--- config.mk ---
export PLATFORM = sky130hd
export DESIGN_NAME = uart_dec
export DESIGN_NICKNAME = d
export VERILOG_FILES = /design/src/rtl/uart_pkg.sv /design/src/rtl/uart_hex_nib.sv /design/src/rtl/uart_dec.sv
export SDC_FILE = /design/constraint.sdc
export NUM_CORES = 1
export LEC_CHECK = 0
export ABC_CLOCK_PERIOD_IN_PS = 3300
export BUFFER_PORTS_ARGS = -buffer_cell sky130_fd_sc_hd__buf_4
export CAP_MARGIN = 0
export CORE_ASPECT_RATIO = 0.9
export CORE_MARGIN = 2
export CORE_UTILIZATION = 35
export CTS_BUF_LIST = sky130_fd_sc_hd__clkbuf_2 sky130_fd_sc_hd__clkbuf_4 sky130_fd_sc_hd__clkbuf_8
export DETAILED_ROUTE_END_ITERATION = 7
export GPL_TIMING_DRIVEN = 0
export PLACE_DENSITY_LB_ADDON = 0.3
export SYNTH_ARGS = -nofsm -noshare
export SYNTH_HDL_FRONTEND = slang
export SYNTH_SLANG_ARGS = --single-unit
--- constraint.sdc ---
create_clock -name CLK_100M -period 3.3 [get_ports CLK_100M]
set_input_delay 0.165 -clock CLK_100M [delete_from_list [all_inputs] [get_ports CLK_100M]]
set_output_delay 0.165 -clock CLK_100M [all_outputs]
set_load 0.005 [all_outputs]
--- src/rtl/uart_pkg.sv ---
// Shared definitions for the ASCII UART control path: character codes,
// decoder FSM states and op encoding.
package uart_pkg;

  localparam logic [7:0] CH_LF    = 8'h0A;
  localparam logic [7:0] CH_CR    = 8'h0D;
  localparam logic [7:0] CH_W     = 8'h57;
  localparam logic [7:0] CH_W_LC  = 8'h77;
  localparam logic [7:0] CH_R     = 8'h52;
  localparam logic [7:0] CH_R_LC  = 8'h72;
  localparam logic [7:0] CH_O     = 8'h4F;
  localparam logic [7:0] CH_K     = 8'h4B;
  localparam logic [7:0] CH_F     = 8'h46;
  localparam logic [7:0] CH_A     = 8'h41;
  localparam logic [7:0] CH_I     = 8'h49;
  localparam logic [7:0] CH_L     = 8'h4C;
  localparam logic [7:0] CH_PROMPT = 8'h3E;

  localparam logic OP_WRITE = 1'b1;
  localparam logic OP_READ  = 1'b0;

  typedef enum logic [2:0] {
    ST_IDLE  = 3'd0,
    ST_ADDR  = 3'd1,
    ST_DATA  = 3'd2,
    ST_EOL   = 3'd3,
    ST_FLUSH = 3'd4
  } dec_state_e;

endpackage

--- src/rtl/uart_hex_nib.sv ---
// ASCII byte to hex nibble decoder; accepts 0-9, A-F and a-f.
module uart_hex_nib (
  input  logic [7:0] byte_i,
  output logic       is_hex_o,
  output logic [3:0] nib_o
);

  // Letters 'A'/'a' have low nibble 1, so adding 9 yields 10..15.
  always_comb begin
    is_hex_o = 1'b0;
    nib_o    = byte_i[3:0];
    if (byte_i >= 8'h30 && byte_i <= 8'h39) begin
      is_hex_o = 1'b1;
    end else if ((byte_i >= 8'h41 && byte_i <= 8'h46) ||
                 (byte_i >= 8'h61 && byte_i <= 8'h66)) begin
      is_hex_o = 1'b1;
      nib_o    = byte_i[3:0] + 4'd9;
    end
  end

endmodule

--- src/rtl/uart_dec.sv ---
// Receive-side ASCII command decoder: parses W<addr><data>LF / R<addr>LF lines
// into one-cycle command pulses with registered operands.
module uart_dec
  import uart_pkg::*;
#(
  parameter int ADDR_DIGITS = 2,
  parameter int DATA_DIGITS = 1,
  parameter int TIMEOUT_CYC = 10_000_000
) (
  input  logic                       CLK_100M,
  input  logic                       SYS_RST,
  input  logic                       UART_RX_VALID,
  input  logic [7:0]                 UART_RX_DATA,
  output logic                       UART_DEC_CMD_VALID,
  output logic                       UART_DEC_OP,
  output logic [4*ADDR_DIGITS-1:0]   UART_DEC_ADDR,
  output logic [4*DATA_DIGITS-1:0]   UART_DEC_WDATA,
  output logic                       UART_DEC_ERR,
  output logic                       UART_DEC_BUSY
);

  localparam int AW    = 4 * ADDR_DIGITS;
  localparam int DW    = 4 * DATA_DIGITS;
  localparam int MAXD  = (ADDR_DIGITS > DATA_DIGITS) ? ADDR_DIGITS : DATA_DIGITS;
  localparam int DCW   = $clog2(MAXD + 1);
  localparam int TMW   = $clog2(TIMEOUT_CYC + 1);
  localparam logic [DCW-1:0] ADDR_LAST = DCW'(ADDR_DIGITS - 1);
  localparam logic [DCW-1:0] DATA_LAST = DCW'(DATA_DIGITS - 1);
  localparam logic [TMW-1:0] TMO_LAST  = TMW'(TIMEOUT_CYC - 1);
  localparam logic [TMW-1:0] TMO_MAX   = TMW'(TIMEOUT_CYC);

  dec_state_e     state_q, state_d;
  logic [DCW-1:0] dig_q, dig_d;
  logic [TMW-1:0] tmo_q, tmo_d;
  logic [AW-1:0]  addr_sh_q, addr_sh_d;
  logic [DW-1:0]  data_sh_q, data_sh_d;
  logic           op_sh_q, op_sh_d;
  logic           cmd_valid_q, err_q, op_q, busy_q;
  logic [AW-1:0]  addr_q;
  logic [DW-1:0]  wdata_q;
  logic           commit, err_d, tmo_expire;
  logic           is_hex;
  logic [3:0]     nib;
  logic [AW+3:0]  addr_ext;
  logic [DW+3:0]  data_ext;

  uart_hex_nib u_hex (
    .byte_i   (UART_RX_DATA),
    .is_hex_o (is_hex),
    .nib_o    (nib)
  );

  assign addr_ext = {addr_sh_q, nib};
  assign data_ext = {data_sh_q, nib};

  always_comb begin
    state_d    = state_q;
    dig_d      = dig_q;
    addr_sh_d  = addr_sh_q;
    data_sh_d  = data_sh_q;
    op_sh_d    = op_sh_q;
    commit     = 1'b0;
    err_d      = 1'b0;
    tmo_expire = (state_q != ST_IDLE) && !UART_RX_VALID && (tmo_q >= TMO_LAST);

    if (UART_RX_VALID && UART_RX_DATA != CH_CR) begin
      unique case (state_q)
        ST_IDLE: begin
          if (UART_RX_DATA == CH_W || UART_RX_DATA == CH_W_LC) begin
            op_sh_d = OP_WRITE;
            state_d = ST_ADDR;
          end else if (UART_RX_DATA == CH_R || UART_RX_DATA == CH_R_LC) begin
            op_sh_d = OP_READ;
            state_d = ST_ADDR;
          end else if (UART_RX_DATA != CH_LF) begin
            state_d = ST_FLUSH;
          end
        end
        ST_ADDR: begin
          if (is_hex) begin
            addr_sh_d = addr_ext[AW-1:0];
            if (dig_q == ADDR_LAST) state_d = (op_sh_q == OP_WRITE) ? ST_DATA : ST_EOL;
            else                    dig_d   = dig_q + 1'b1;
          end else if (UART_RX_DATA == CH_LF) begin
            err_d   = 1'b1;
            state_d = ST_IDLE;
          end else begin
            state_d = ST_FLUSH;
          end
        end
        ST_DATA: begin
          if (is_hex) begin
            data_sh_d = data_ext[DW-1:0];
            if (dig_q == DATA_LAST) state_d = ST_EOL;
            else                    dig_d   = dig_q + 1'b1;
          end else if (UART_RX_DATA == CH_LF) begin
            err_d   = 1'b1;
            state_d = ST_IDLE;
          end else begin
            state_d = ST_FLUSH;
          end
        end
        ST_EOL: begin
          if (UART_RX_DATA == CH_LF) begin
            commit  = 1'b1;
            state_d = ST_IDLE;
          end else begin
            state_d = ST_FLUSH;
          end
        end
        ST_FLUSH: begin
          if (UART_RX_DATA == CH_LF) begin
            err_d   = 1'b1;
            state_d = ST_IDLE;
          end
        end
        default: state_d = ST_IDLE;
      endcase
    end else if (tmo_expire) begin
      err_d   = 1'b1;
      state_d = ST_IDLE;
    end

    if (state_d != state_q) dig_d = '0;

    // Counter only runs while a line is open and no byte arrives; it saturates.
    if (UART_RX_VALID || state_q == ST_IDLE || tmo_expire) tmo_d = '0;
    else if (tmo_q != TMO_MAX)                             tmo_d = tmo_q + 1'b1;
    else                                                   tmo_d = tmo_q;
  end

  always_ff @(posedge CLK_100M) begin
    if (SYS_RST) begin
      state_q     <= ST_IDLE;
      dig_q       <= '0;
      tmo_q       <= '0;
      cmd_valid_q <= 1'b0;
      err_q       <= 1'b0;
      busy_q      <= 1'b0;
      op_q        <= 1'b0;
      addr_q      <= '0;
      wdata_q     <= '0;
    end else begin
      state_q     <= state_d;
      dig_q       <= dig_d;
      tmo_q       <= tmo_d;
      cmd_valid_q <= commit;
      err_q       <= err_d;
      busy_q      <= (state_d != ST_IDLE);
      if (commit) begin
        op_q   <= op_sh_q;
        addr_q <= addr_sh_q;
        if (op_sh_q == OP_WRITE) wdata_q <= data_sh_q;
      end
    end
  end

  always_ff @(posedge CLK_100M) begin
    addr_sh_q <= addr_sh_d;
    data_sh_q <= data_sh_d;
    op_sh_q   <= op_sh_d;
  end

  assign UART_DEC_CMD_VALID = cmd_valid_q;
  assign UART_DEC_ERR       = err_q;
  assign UART_DEC_BUSY      = busy_q;
  assign UART_DEC_OP        = op_q;
  assign UART_DEC_ADDR      = addr_q;
  assign UART_DEC_WDATA     = wdata_q;

endmodule

=== Yosys cells after proc, flatten, opt, wreduce, memory -nomap -nowiden ===
Index checks and enable logic that the tools add are counted.
W data, S select, Z words.

* Flip-flop bits (word level): 58
* Bits of input ports: 11
* Output and inout bits: 16
* Word-level logic and storage cells: 96

* Reduce and logical (&&, ||, !) cells: 26
* Magnitude comparators: 7
* Equality and inequality tests: 18
* Multiplexer cells: 30
* Add/subtract/negate cells: 3

{| class="wikitable"
|+ Operators with widths
! cell !! count
|-
| $mux W3 || 11
|-
| $eq A8 B7 Y1 const B || 4
|-
| $add A24 B1 Y24 const B || 1
|-
| $ge A24 B24 Y1 const B || 1
|-
| $ne A24 B24 Y1 const B || 1
|-
| $ge A8 B7 Y1 const B || 2
|-
| $le A8 B7 Y1 const B || 2
|-
| $ne A8 B4 Y1 const B || 2
|-
| $pmux W3 S5 || 1
|-
| $mux W1 || 10
|-
| $reduce_and A3 Y1 || 3
|-
| $eq A8 B4 Y1 const B || 1
|-
| $ge A8 B6 Y1 const B || 1
|-
| $le A8 B6 Y1 const B || 1
|-
| $mux W2 || 4
|-
| $mux W4 || 2
|-
| $ne A2 B2 Y1 const B || 4
|-
| $eq A3 B2 Y1 const B || 2
|-
| $logic_and A1 B1 Y1 || 6
|-
| $reduce_and A6 Y1 || 1
|-
| $reduce_bool A3 Y1 || 2
|-
| $reduce_or A2 Y1 || 3
|-
| $logic_or A1 B1 Y1 || 5
|-
| $add A4 B4 Y4 const B || 1
|-
| 12 further kinds || 13
|}

=== Longest topological paths before layout ===
* Depth in word-level cells: 10
* Mapped depth: 8
* Depth with buffers taken out: 8

=== Modules after synthesis ===
Synthesis repeated with hierarchy kept, for this count alone.

* Cells, all modules: 295
* Area, all modules: 2788.9 um^2

{| class="wikitable"
|+ Modules (own cells, without submodules)
! module !! seq. area each (um^2) !! cells an instance !! area an instance (um^2) !! instances
|-
| uart_dec || 1291.2 || 272 || 2603.7 || 1
|-
| uart_hex_nib || 0.0 || 23 || 185.2 || 1
|}

=== Worst setup path after synthesis ===
Ideal clock, no wire load.

* Path kind: input to register
* Start: input UART_RX_DATA[0]
* End: register addr_sh_q[0], enable pin
* Path buffers: 0
* Slack: 1.231 ns
* Stages on the path: 6
* Setup time: 0.370 ns
* Required time: 2.930 ns
* Data arrival time: 1.699 ns
* Cells stage by stage: inv_1 > ha_1 > o21bai_1 > a2111oi_1 > o21ai_1 > nor2_1

* Longest elaborated chain between the ends: 6
* Elaborated cells on any way between the ends: 15
* Those cells by class: 6 x order compare; 1 x eq/ne; 2 x mux; 6 x reduce/logical

{| class="wikitable"
|+ Ends and longest elaborated chain
! element !! line !! RTL
|-
| from (decl) || uart_dec.sv:13 || <nowiki>input logic [7:0] UART_RX_DATA,</nowiki>
|-
| $ge A8 B7 Y1, or another cell as far along || uart_hex_nib.sv:14 || <nowiki>end else if ((byte_i >= 8'h41 && byte_i <= 8'h46) ||</nowiki>
|-
| $logic_and A1 B1 Y1, on equally long branches || uart_hex_nib.sv:14, uart_hex_nib.sv:15 ||
|-
| $logic_or A1 B1 Y1 || uart_hex_nib.sv:14 ||
|-
| $mux W1 || uart_hex_nib.sv:14 ||
|-
| $mux W1 || uart_hex_nib.sv:12 || <nowiki>if (byte_i >= 8'h30 && byte_i <= 8'h39) begin</nowiki>
|-
| $reduce_and A3 Y1 (no line) (*) || -- ||
|-
| to (signal assigned) || uart_dec.sv:159 || <nowiki>addr_sh_q <= addr_sh_d;</nowiki>
|-
| to (decl) || uart_dec.sv:35 || <nowiki>logic [AW-1:0] addr_sh_q, addr_sh_d;</nowiki>
|}

Every way passes the cells marked *; elsewhere a longest branch is shown, timed or not.
A chain may end at the register's enable or synchronous reset.

=== Worst setup path in the final report ===
* Start: register tmo_q[1]
* End: register tmo_q[12]

* Longest elaborated chain between the ends: 4
* Elaborated cells on any way between the ends: 6
* Those cells by class: 1 x add/sub; 1 x order compare; 1 x eq/ne; 3 x reduce/logical

{| class="wikitable"
|+ Ends and longest elaborated chain
! element !! line !! RTL
|-
| from (decl) || uart_dec.sv:34 || <nowiki>logic [TMW-1:0] tmo_q, tmo_d;</nowiki>
|-
| from (signal assigned) || uart_dec.sv:146 || <nowiki>tmo_q <= tmo_d;</nowiki>
|-
| $ge A24 B24 Y1 || uart_dec.sv:64 || <nowiki>tmo_expire = (state_q != ST_IDLE) && !UART_RX_VALID && (tmo_q >= TMO_LAST);</nowiki>
|-
| $logic_and A1 B1 Y1 || uart_dec.sv:64 ||
|-
| $logic_or A1 B1 Y1 || uart_dec.sv:127 || <nowiki>if (UART_RX_VALID || state_q == ST_IDLE || tmo_expire) tmo_d = '0;</nowiki>
|-
| $reduce_or A2 Y1 (no line) || -- ||
|}

Several ways; a longest one is shown, not always the timed one.

==> metrics.cfg <==
[drt]
wl_per_cell_um = 12.5
antenna_left = 0
drt-pass1-iter-count = 4
vias = 2214
route.detailed.drc = 0
drt_iter0_drc = 137
routed_wl_mm = 5.56
viasPerCell = 4.99

[global_route]
antenna_found_initial = 0
grt_pass1_wl_mm = 9.45
grt_pass1_vias = 2056
overflow = 0
grt_start_max_net_pins = 11
track_usage = 0.137

[sta]
setup_violations = 0
slew-limit-headroom = 0.471
fin_setup_tns_ns = 0
fin_skew_ns = 0.0122
fmax_ghz = 0.416
rsz0062_at_grt = false
finalCritPeriodShare = 0.728
worst_pin_slew_ns = 0.787
final_hold_viol_count = 0
fin_ws_ns = 0.898
timing.final.max_slew_violations = 0
fin_crit_ns = 2.40

[clock_network]
cts.clk_slew.worst_paths_ns = 0.07
htree_levels = 3
ctsHoldBuffers = 0
clock_latency_ns = 0.34
cts_buffer_depth = 2
cts_tree = built
cts_resized = 0
clock_sinks = 58
clock_tree.root_cell = clkbuf_8
cts_setup_buffers = 0
numCtsBuffers = 9

[cells_and_area]
instances_no_fill = 444
syn2layout_area_growth_pct = 18.7
diodes = 0
nNetsFinal = 362
n_fill_cell = 763
final_core_util = 0.433
drive_above_1_share = 0.155

[yosys]
synthMostInstantiatedCell = nor2_1
yosys-top-cells-count = 52 x nor2_1, 45 x dfxtp_1, 26 x nand2_1
yosys-top-cells-area = dfxtp_1 32%, edfxtp_1 14%, nor2_1 7.0%
async_flop_share = 0
syn-num-nets = 326
synth_largest_area_cell = dfxtp_1
ys.warnings.count = 0
synth_ff_type = dfxtp_1
synth.cell_area_sq_mm = 0.00278
synth-seq-cells = 58
yosysSeqAreaShare = 0.464
synth_top_area_frac = 0.324
syn_avg_cell_area_sq_um = 9.06
ys_types = 47
synth_cells = 307
synth-edff-count = 13

[floorplanning]
io_pins = 27
start_util = 0.365
die_w_um = 98.0
fp.dieH_um = 88.6
dieArea_sq_mm = 0.00868
core_sq_mm = 0.00762
placementRows = 30

[critical_path]
end_kind = flip-flop
cp_common_cell = nor2_1
worstSetupPathType = reg2reg
crit_path_start_kind = flip-flop
rr_worst_depth = 8
crit_chain = ha_1 > and4_1 > a31oi_1 > nor4_1 > nor2_1 > nand3b_1 > clkbuf_1 > nor2_1
critical_path.max_stage_delay_ns = 0.47
arrival_ns = 2.60
cpMaxStageDelayCell = nor4_1
critPathLaunch = tmo_q[1]
cp-endpoint = tmo_q[12]
critical-path-top-delay-family = simple AND/OR/NAND/NOR gates
cp_num_buf_inv = 1
r2r_end = tmo_q[12]
r2r_slack_ns = 0.90
worstPathRequired_ns = 3.50
worst-path-max-fanout = 10
cp.depth = 8
reg2reg_from = tmo_q[1]

[hold_path]
hold_start = SYS_RST
min_path_type = in2reg

[status]
outcome = finished, final reports clean

[placement]
portBuffers = 25
place_hpwl_mm = 4.09
gp_congestion = 0.846
place_ws_ns = 0.685
dp_cells = 428

[job]
maxCapViolations = 0

[power]
power_density_mw_per_mm2 = 452
power_mw = 1.49
vdd_drop_max_v = 0.000162
p_leak_nw = 1.13

==> per-layer routing <==
| metal | global-route usage | vias to the layer above | part of all wire |
|---|---|---|---|
| met5 | 0 | - | 0 |
| met2 | 0.198 | 47 | 0.41 |
| met4 | 0.0707 | 0 | 0.013 |
| met3 | 0.0387 | 6 | 0.052 |
| li1 | - | 1150 | - |
| met1 | 0.189 | 1011 | 0.53 |
==> worst min-delay path, delay by kind of cell <==
family | cells | cell delay, ns
simple gates | 1 | 0.05
buf+inv | 1 | 0.10
compound gates | 1 | 0.10
==> report_power, final <==
| part | switching [mW] | internal, mW | total, mW |
|---|---|---|---|
| Combinational | 0.0379 | 0.0251 | 0.0630 |
| Sequential | 0.000892 | 0.726 | 0.727 |
| Clock | 0.276 | 0.428 | 0.704 |
==> registers in the layout (all words and copies together), names as in the netlist, 2 cells and up <==
signal	flops
tmo_q	24
UART_DEC_ADDR	8
addr_sh_q	8
UART_DEC_WDATA	4
data_sh_q	4
state_q	3
dig_q	2
==> placed cells by master, fill, tap and decap left out, types with 7 or more instances in the layout <==
cell,count
ha_1,8
nor2_1,52
nand4_1,10
nor3_1,7
buf_4,25
xnor2_1,10
a21oi_1,12
nand3_1,17
dfxtp_1,45
xor2_1,14
inv_1,10
nand2_1,26
edfxtp_1,13
clkbuf_1,10
nand2b_1,7
mux2i_1,10
clkbuf_8,9
==> how the worst min path moves through the flow <==
stage                     cells past startpoint           end  slack (ns)
after global placement                        0  addr_sh_q[6]        0.43
after floorplan                               2      dig_q[0]        0.34
after CTS                                     3      dig_q[1]        0.10
after detailed placement                      0  addr_sh_q[5]        0.44
after global routing                          3      dig_q[0]        0.12
final                                         3      dig_q[1]        0.12
==> cell type report <==
type	instances	area (sq um)	share of cell area
inverter	10	37.5	0.0114
multi-input combinational	227	1410	0.426
clock inverter	6	81.3	0.0246
tap	96	120	0.0364
buffer	12	47.5	0.0144
sequential	58	1290	0.391
clock buffer	10	131	0.0398
timing repair buffer	25	188	0.0568
==> logic make-up after synthesis <==
family / after synthesis / synth area share
and+or+nand+nor: 147 / 0.263
DFF: 58 / 0.464
AOI/OAI and AO/OA: 38 / 0.0949
xor gates and xnor gates: 24 / 0.0755
buffers and inverters: 22 / 0.0306
muxes: 10 / 0.0360
adders and majority gates: 8 / 0.0360
==> stage by stage <==
stage          instance area, sq um  hold slack [ns]
2_1_floorplan                  2780            0.337
3_3_place_gp                   3090            0.435
3_5_place_dp                   3090            0.440
4_1_cts                        3300            0.105
5_1_grt                        3300            0.125
6_report                       3300            0.118
(Power assumes the default switching activity.)
